### config.mk
export PLATFORM = sky130hd
export DESIGN_NAME = cmp_sweep_ctrl
export DESIGN_NICKNAME = d
export VERILOG_FILES = /design/src/rtl/cmp_sweep_ctrl.sv
export SDC_FILE = /design/constraint.sdc
export NUM_CORES = 1
export LEC_CHECK = 0
export BUFFER_PORTS_ARGS = -buffer_cell sky130_fd_sc_hd__buf_4
export CAP_MARGIN = 20
export CORE_MARGIN = 2
export CORE_UTILIZATION = 40
export CTS_CLUSTER_DIAMETER = 30
export DETAILED_ROUTE_END_ITERATION = 12
export PLACE_DENSITY = 0.57
export SETUP_SLACK_MARGIN = 0.2
export SYNTH_ARGS = -nofsm -noshare
export SYNTH_HDL_FRONTEND = slang
export SYNTH_SLANG_ARGS = --single-unit
### constraint.sdc
create_clock -name clk -period 2.05 [get_ports clk]
set_input_delay 0.1025 -clock clk [delete_from_list [all_inputs] [get_ports clk]]
set_output_delay 0.1025 -clock clk [all_outputs]
set_load 0.1 [all_outputs]
### src/rtl/cmp_sweep_ctrl.sv
// cmp_sweep_ctrl: sweeps all 16 (a,b) pairs into the comparator, counts colors and builds a signature
// Ports:
//   clk, rst                    clock, synchronous active-high reset
//   start                       begin a sweep (accepted only when idle)
//   abort                       end a running sweep early (honoured only while driving)
//   red_in, blue_in, green_in   comparator color outputs
//   a_out, b_out                operands driven to the comparator
//   busy                        high while pairs are being driven
//   done                        one-cycle pulse when a full sweep completes
//   aborted                     sticky flag set by abort, cleared by the next accepted start
//   red_cnt, blue_cnt, green_cnt  pairs that lit each color
//   sig                         8-bit signature folded from every sample
module cmp_sweep_ctrl #(
    parameter int DWELL = 4
) (
    input  logic       clk,
    input  logic       rst,
    input  logic       start,
    input  logic       abort,
    input  logic       red_in,
    input  logic       blue_in,
    input  logic       green_in,
    output logic [1:0] a_out,
    output logic [1:0] b_out,
    output logic       busy,
    output logic       done,
    output logic       aborted,
    output logic [4:0] red_cnt,
    output logic [4:0] blue_cnt,
    output logic [4:0] green_cnt,
    output logic [7:0] sig
);
    typedef enum logic [1:0] {IDLE, DRIVE, DONE} state_t;
    state_t state;
    logic [3:0] idx;
    logic [7:0] dwell;
    logic [3:0] nxt;
    logic       last;
    assign nxt  = idx + 4'd1;
    assign last = dwell == 8'(DWELL - 1);
    always_ff @(posedge clk) begin
        if (rst) begin
            state     <= IDLE;
            idx       <= '0;
            dwell     <= '0;
            a_out     <= '0;
            b_out     <= '0;
            busy      <= 1'b0;
            done      <= 1'b0;
            aborted   <= 1'b0;
            red_cnt   <= '0;
            blue_cnt  <= '0;
            green_cnt <= '0;
            sig       <= '0;
        end else begin
            case (state)
                IDLE: begin
                    done <= 1'b0;
                    busy <= 1'b0;
                    if (start) begin
                        state     <= DRIVE;
                        busy      <= 1'b1;
                        idx       <= '0;
                        dwell     <= '0;
                        a_out     <= '0;
                        b_out     <= '0;
                        aborted   <= 1'b0;
                        red_cnt   <= '0;
                        blue_cnt  <= '0;
                        green_cnt <= '0;
                        sig       <= '0;
                    end
                end
                DRIVE: begin
                    if (abort) begin
                        // abort wins over a coincident sample, which is dropped
                        state   <= IDLE;
                        busy    <= 1'b0;
                        aborted <= 1'b1;
                    end else if (last) begin
                        red_cnt   <= red_cnt + 5'(red_in);
                        blue_cnt  <= blue_cnt + 5'(blue_in);
                        green_cnt <= green_cnt + 5'(green_in);
                        sig <= {sig[6:0], sig[7] ^ sig[5] ^ sig[4] ^ sig[3]} ^ {5'b0, red_in, blue_in, green_in};
                        if (idx == 4'd15) begin
                            state <= DONE;
                            busy  <= 1'b0;
                            done  <= 1'b1;
                        end else begin
                            idx   <= nxt;
                            dwell <= '0;
                            a_out <= nxt[3:2];
                            b_out <= nxt[1:0];
                        end
                    end else begin
                        dwell <= dwell + 8'd1;
                    end
                end
                default: begin
                    done  <= 1'b0;
                    state <= IDLE;
                end
            endcase
        end
    end
endmodule

Word-level counts from Yosys, hierarchy flattened

Cells that the tools add are included.

Bits in registers: 44
Input bits: 7
Output and inout bits: 30
Word-level logic and storage cells: 89

Add/sub/neg operators: 5
Equality and inequality tests: 11
Mux-type cells: 45
Bitwise operators: 6
Reductions and logical operators: 10

Operator list:

| operator                                             | number |
|---|---|
| 2-to-1 mux 8 bit                                     | 6 |
| 2-to-1 mux 5 bit                                     | 7 |
| case mux 8 bit (2 select lines)                      | 2 |
| case mux 5 bit (2 select lines)                      | 3 |
| 2-to-1 mux 2 bit                                     | 11 |
| 2-to-1 mux 4 bit                                     | 4 |
| adder 5 x 1 -> 5 bit                                 | 3 |
| case mux 2 bit (2 select lines)                      | 3 |
| AND reduction 3 bit                                  | 4 |
| inequality test 2 bit (second input constant)        | 5 |
| inequality test 3 bit (second input constant)        | 3 |
| adder 8 x 1 -> 8 bit (second input constant)         | 1 |
| equality test 8 x 2 -> 1 bit (second input constant) | 1 |
| case mux 4 bit (2 select lines)                      | 1 |
| AND reduction 4 bit                                  | 2 |
| bitwise XOR 8 x 3 -> 8 bit                           | 1 |
| 2-to-1 mux 1 bit                                     | 6 |
| AND reduction 5 bit                                  | 1 |
| adder 4 x 1 -> 4 bit (second input constant)         | 1 |
| equality test 4 bit (second input constant)          | 1 |
| case mux 1 bit (2 select lines)                      | 2 |
| bitwise XOR 1 bit                                    | 3 |
| equality test 2 x 1 -> 1 bit (second input constant) | 1 |
| zero test 2 bit                                      | 1 |
| other kinds (3)                                      | 4 |

Logic depth before layout (Yosys ltp)

Depth in word-level cells: 7
Gate-level depth with buffers: 7
Mapped depth without buffers: 5

Worst setup path after synthesis

No wires, ideal clock.

Path kind: reg2reg
Start: reg, netlist name b_out[0]
End: reg dwell[3]
Library setup time: 86 ps
Arrival: 2120 ps
Required time: 1964 ps
Slack: -156 ps
Cell stages (with the launch flop): 6
Path buffers: 0
Clock period less this slack: 2206 ps
Cell sequence: dfxtp_1 > ha_1 > nand3_1 > a31oi_1 > nor2_1 > a211oi_1

RTL lines:

| what                 | line | source |
|---|---|---|
| to (signal assigned) | 96   | `dwell <= dwell + 8'd1;` |
| to (decl)            | 36   | `logic [7:0] dwell;` |

Final worst setup path

Start: reg dwell[0]
End: reg dwell[2]

Longest elaborated chain between the ends: 4
Elaborated cells between the ends (all ways): 7
Those cells by class: 1 x add/sub; 2 x eq/ne; 3 x mux; 1 x reduce/logical

Ends and longest elaborated chain:

| what                                                                 | line   | source |
|---|---|---|
| adder 8 x 1 -> 8 bit or equality test 8 x 2 -> 1 bit (tied branches) | 96, 40 |  |
| 2-to-1 mux 8 bit                                                     | 80     | `end else if (last) begin` |
| 2-to-1 mux 8 bit                                                     | 75     | `if (abort) begin` |
| case mux 8 bit (2 select lines)                                      | 56     | `case (state)` |

Several ways; a longest one is shown, not always the timed one. The select of a mux whose other input is x is not followed.
A chain may end at the register's enable or synchronous reset.

==> qor.txt <==
Power Dens Cells = 612 mW/mm^2
Crit. End Element = register
Grt peak-use layer = met2
1st-pass router iterations = 4
Crit-path max FO = 6
Post-DR vias/cell = 5.54
Grt total ovfl = 0
Sequential area share after synthesis = 39.4%
Count of warnings emitted by yosys = 0
R2R setup slack = 240 ps
Clock buffer depth = 2
Pin count of the biggest net entering global routing = 33
Number of flops mapped to enable cells by yosys = 0
Die Y = 75.3 um
Max Cap Viol = 0
Net count, final = 292
Die width = 75.3 um
Synthesis-to-finish area growth = 32.7%
Dominant synthesized flop cell = dfxtp_1
Worst-path clk slew = 70 ps
Critical path startpoint = dwell[0]
FF-to-FF Start = dwell[0]
GP Congestion = 0.784
Routed vias = 1910
Fmax = 0.554 GHz
Top cell type by total area after synthesis = dfxtp_1
WL per Instance = 15.0 um
Async SR Flop Fraction = 0%
Number of global-route vias before repair = 1734
Fin crit share = 88.1%
Initial Utilization = 42.2%
Clock Skews = 6.26 ps
Critical Path Start Type = register
Leakage power = 0.967 nW
Outcome = finished, final reports clean
Post-synthesis cell count = 231
Post-route ant nets = 0
Max-slew headroom = 58.1%
Worst-Margin Slew = 613 ps
Die ar. = 0.00566 sq mm
Setup TNS = 0 ps
I/O pins = 37
Max IR drop VDD = 0.516 mV
#FFs+latches synth = 40
Initial antenna violation count = 0
N_diodes = 0
Global-route wire length before repair = 8250 um
Hpwl dp = 3300 um
Min-delay worst type = in2reg
Net Count, Synth = 246
Met2 Resource Use GR = 28.8%
Most common cell in the synthesized netlist = dfxtp_1
RSZ-0062 raised after global routing = true
Reg2reg end = dwell[2]
Slew Limit Fails = 0
Routed WL = 5180 um
Cell variety after synth = 42
Clock insertion delay at the later pin of the skew report = 290 ps
WS Path Type = reg2reg
GRT met3 Usage = 3.88%
Critical Path Sink = dwell[2]
Data arrival, critical path = 2020 ps
Final number of setup-violating endpoints = 0
Initial drt markers = 93
CTS tree = done
Final worst path period need = 1810 ps
CP Data Required Time = 2260 ps
Fillers = 467
# DRC = 0
CTS Root Cell = clkbuf_8
Layout cells sized above 1 = 33.5%
Grt met1 use = 26.7%
GRT Overall Usage = 18.8%
Synth area leaders = dfxtp_1, a21oi_1, o21ai_0
R2R cell count = 6
Final hold vios = 0
Mapped Area = 0.00203 sq mm
CTS buffer count = 5
Tot Pwr = 1.65 mW
H-tree depth = 2
Syn_area_per_cell = 8.79 sq um
Row count = 25
IO buf count = 36
Core footprint = 0.00482 sq mm
Clock Sinks = 40
Synth cell count leaders = dfxtp_1, a21oi_1, o21ai_0
Yosys top cell area share = 39.4%
[worst max-delay path, cell delays in order (launching register included)]
cell	delay, ps
dfxtp_4	380
ha_4	150
or4b_4	490
nor4_4	270
buf_4	190
o31ai_2	70
a211oi_2	180
[metrics by stage]
stage	hold slack, ps	util [%]	setup slack (ps)	area, sq um	instances
after floorplan	181	-	202	2040	231
after global placement	313	50.1	176	2410	328
after detailed placement	310	50.1	119	2410	328
after CTS	62.4	53.2	188	2560	340
after global routing	68.7	55.9	161	2700	345
final	68.7	55.9	244	2700	345
[where the power goes]
part	leakage (nW)	switching, mW	internal [mW]
combinational	0.582	0.143	0.0769
sequential	0.330	0.00850	0.782
clock	0.0552	0.278	0.361
total	0.967	0.429	1.22
[worst min-delay path by stage]
stage / end / cells past startpoint / start / slack [ps]
2_1_floorplan: state[1] / 1 / abort / 180
3_3_place_gp: state[1] / 2 / abort / 310
3_5_place_dp: state[1] / 2 / abort / 310
4_1_cts: aborted / 2 / abort / 60
5_1_grt: aborted / 2 / abort / 70
6_report: aborted / 2 / abort / 70
[layout by cell type, fill, tap and decap left out, types with 3 or more instances in the layout]
master    instances
clkbuf_8          5
nand3_1          12
nor2_1            5
o21a_1            3
or4_1            12
xnor2_1           4
a21oi_1          29
o21ai_0          20
dfxtp_2          11
nand4_1          16
nor3_1            4
or3_1             3
buf_4            48
ha_1              7
xor2_1            3
buf_6             3
o21ai_1           3
o31ai_1          11
dfxtp_1          27
inv_1             5
[layout make-up]
cell class | count | area [sq um] | area share, %
Multi-Input combinational cell | 170 | 1190 | 44.3
Sequential cell | 40 | 822 | 30.5
Timing Repair Buffer | 55 | 469 | 17.4
Tap cell | 67 | 83.8 | 3.11
Clock buffer | 6 | 72.6 | 2.69
Clock inverter | 2 | 35.0 | 1.30
Inverter | 5 | 18.8 | 0.696
[flip-flops by register name, summed over array words and instances, names as in the netlist]
name / flops
aborted: 1
idx: 1
a_out: 2
sig: 8
blue_cnt: 5
dwell: 8
done: 1
b_out: 1
busy: 1
state: 2
green_cnt: 5
red_cnt: 5
[metal layers]
layer | vias to the layer above | share of wire, %
met4 | 0 | 1.0
met2 | 39 | 46
li1 | 980 | -
met3 | 5 | 4.0
met1 | 886 | 49
met5 | - | 0
[logic make-up after synthesis]
logic type	after synthesis	synth area share (%)
DFF	40	39.4
adders and majority gates	8	4.93
xor gates and xnor gates	7	3.02
AOI/OAI and AO/OA	80	23.4
buffers and inverters	21	4.56
and+or+nand+nor	75	24.6
[timing repair]
item / 4_1_cts / 5_1_grt
gates resized for setup: 5 / 22
setup buffers: 3 / 3
pin swaps: 2 / 12
endpoints found under the setup margin: 16 / 34
gates cloned: 0 / 2
hold buffers: 1 / 0
hold endpoints to repair: 1 / 0
Power figures use the tool's default switching activity.
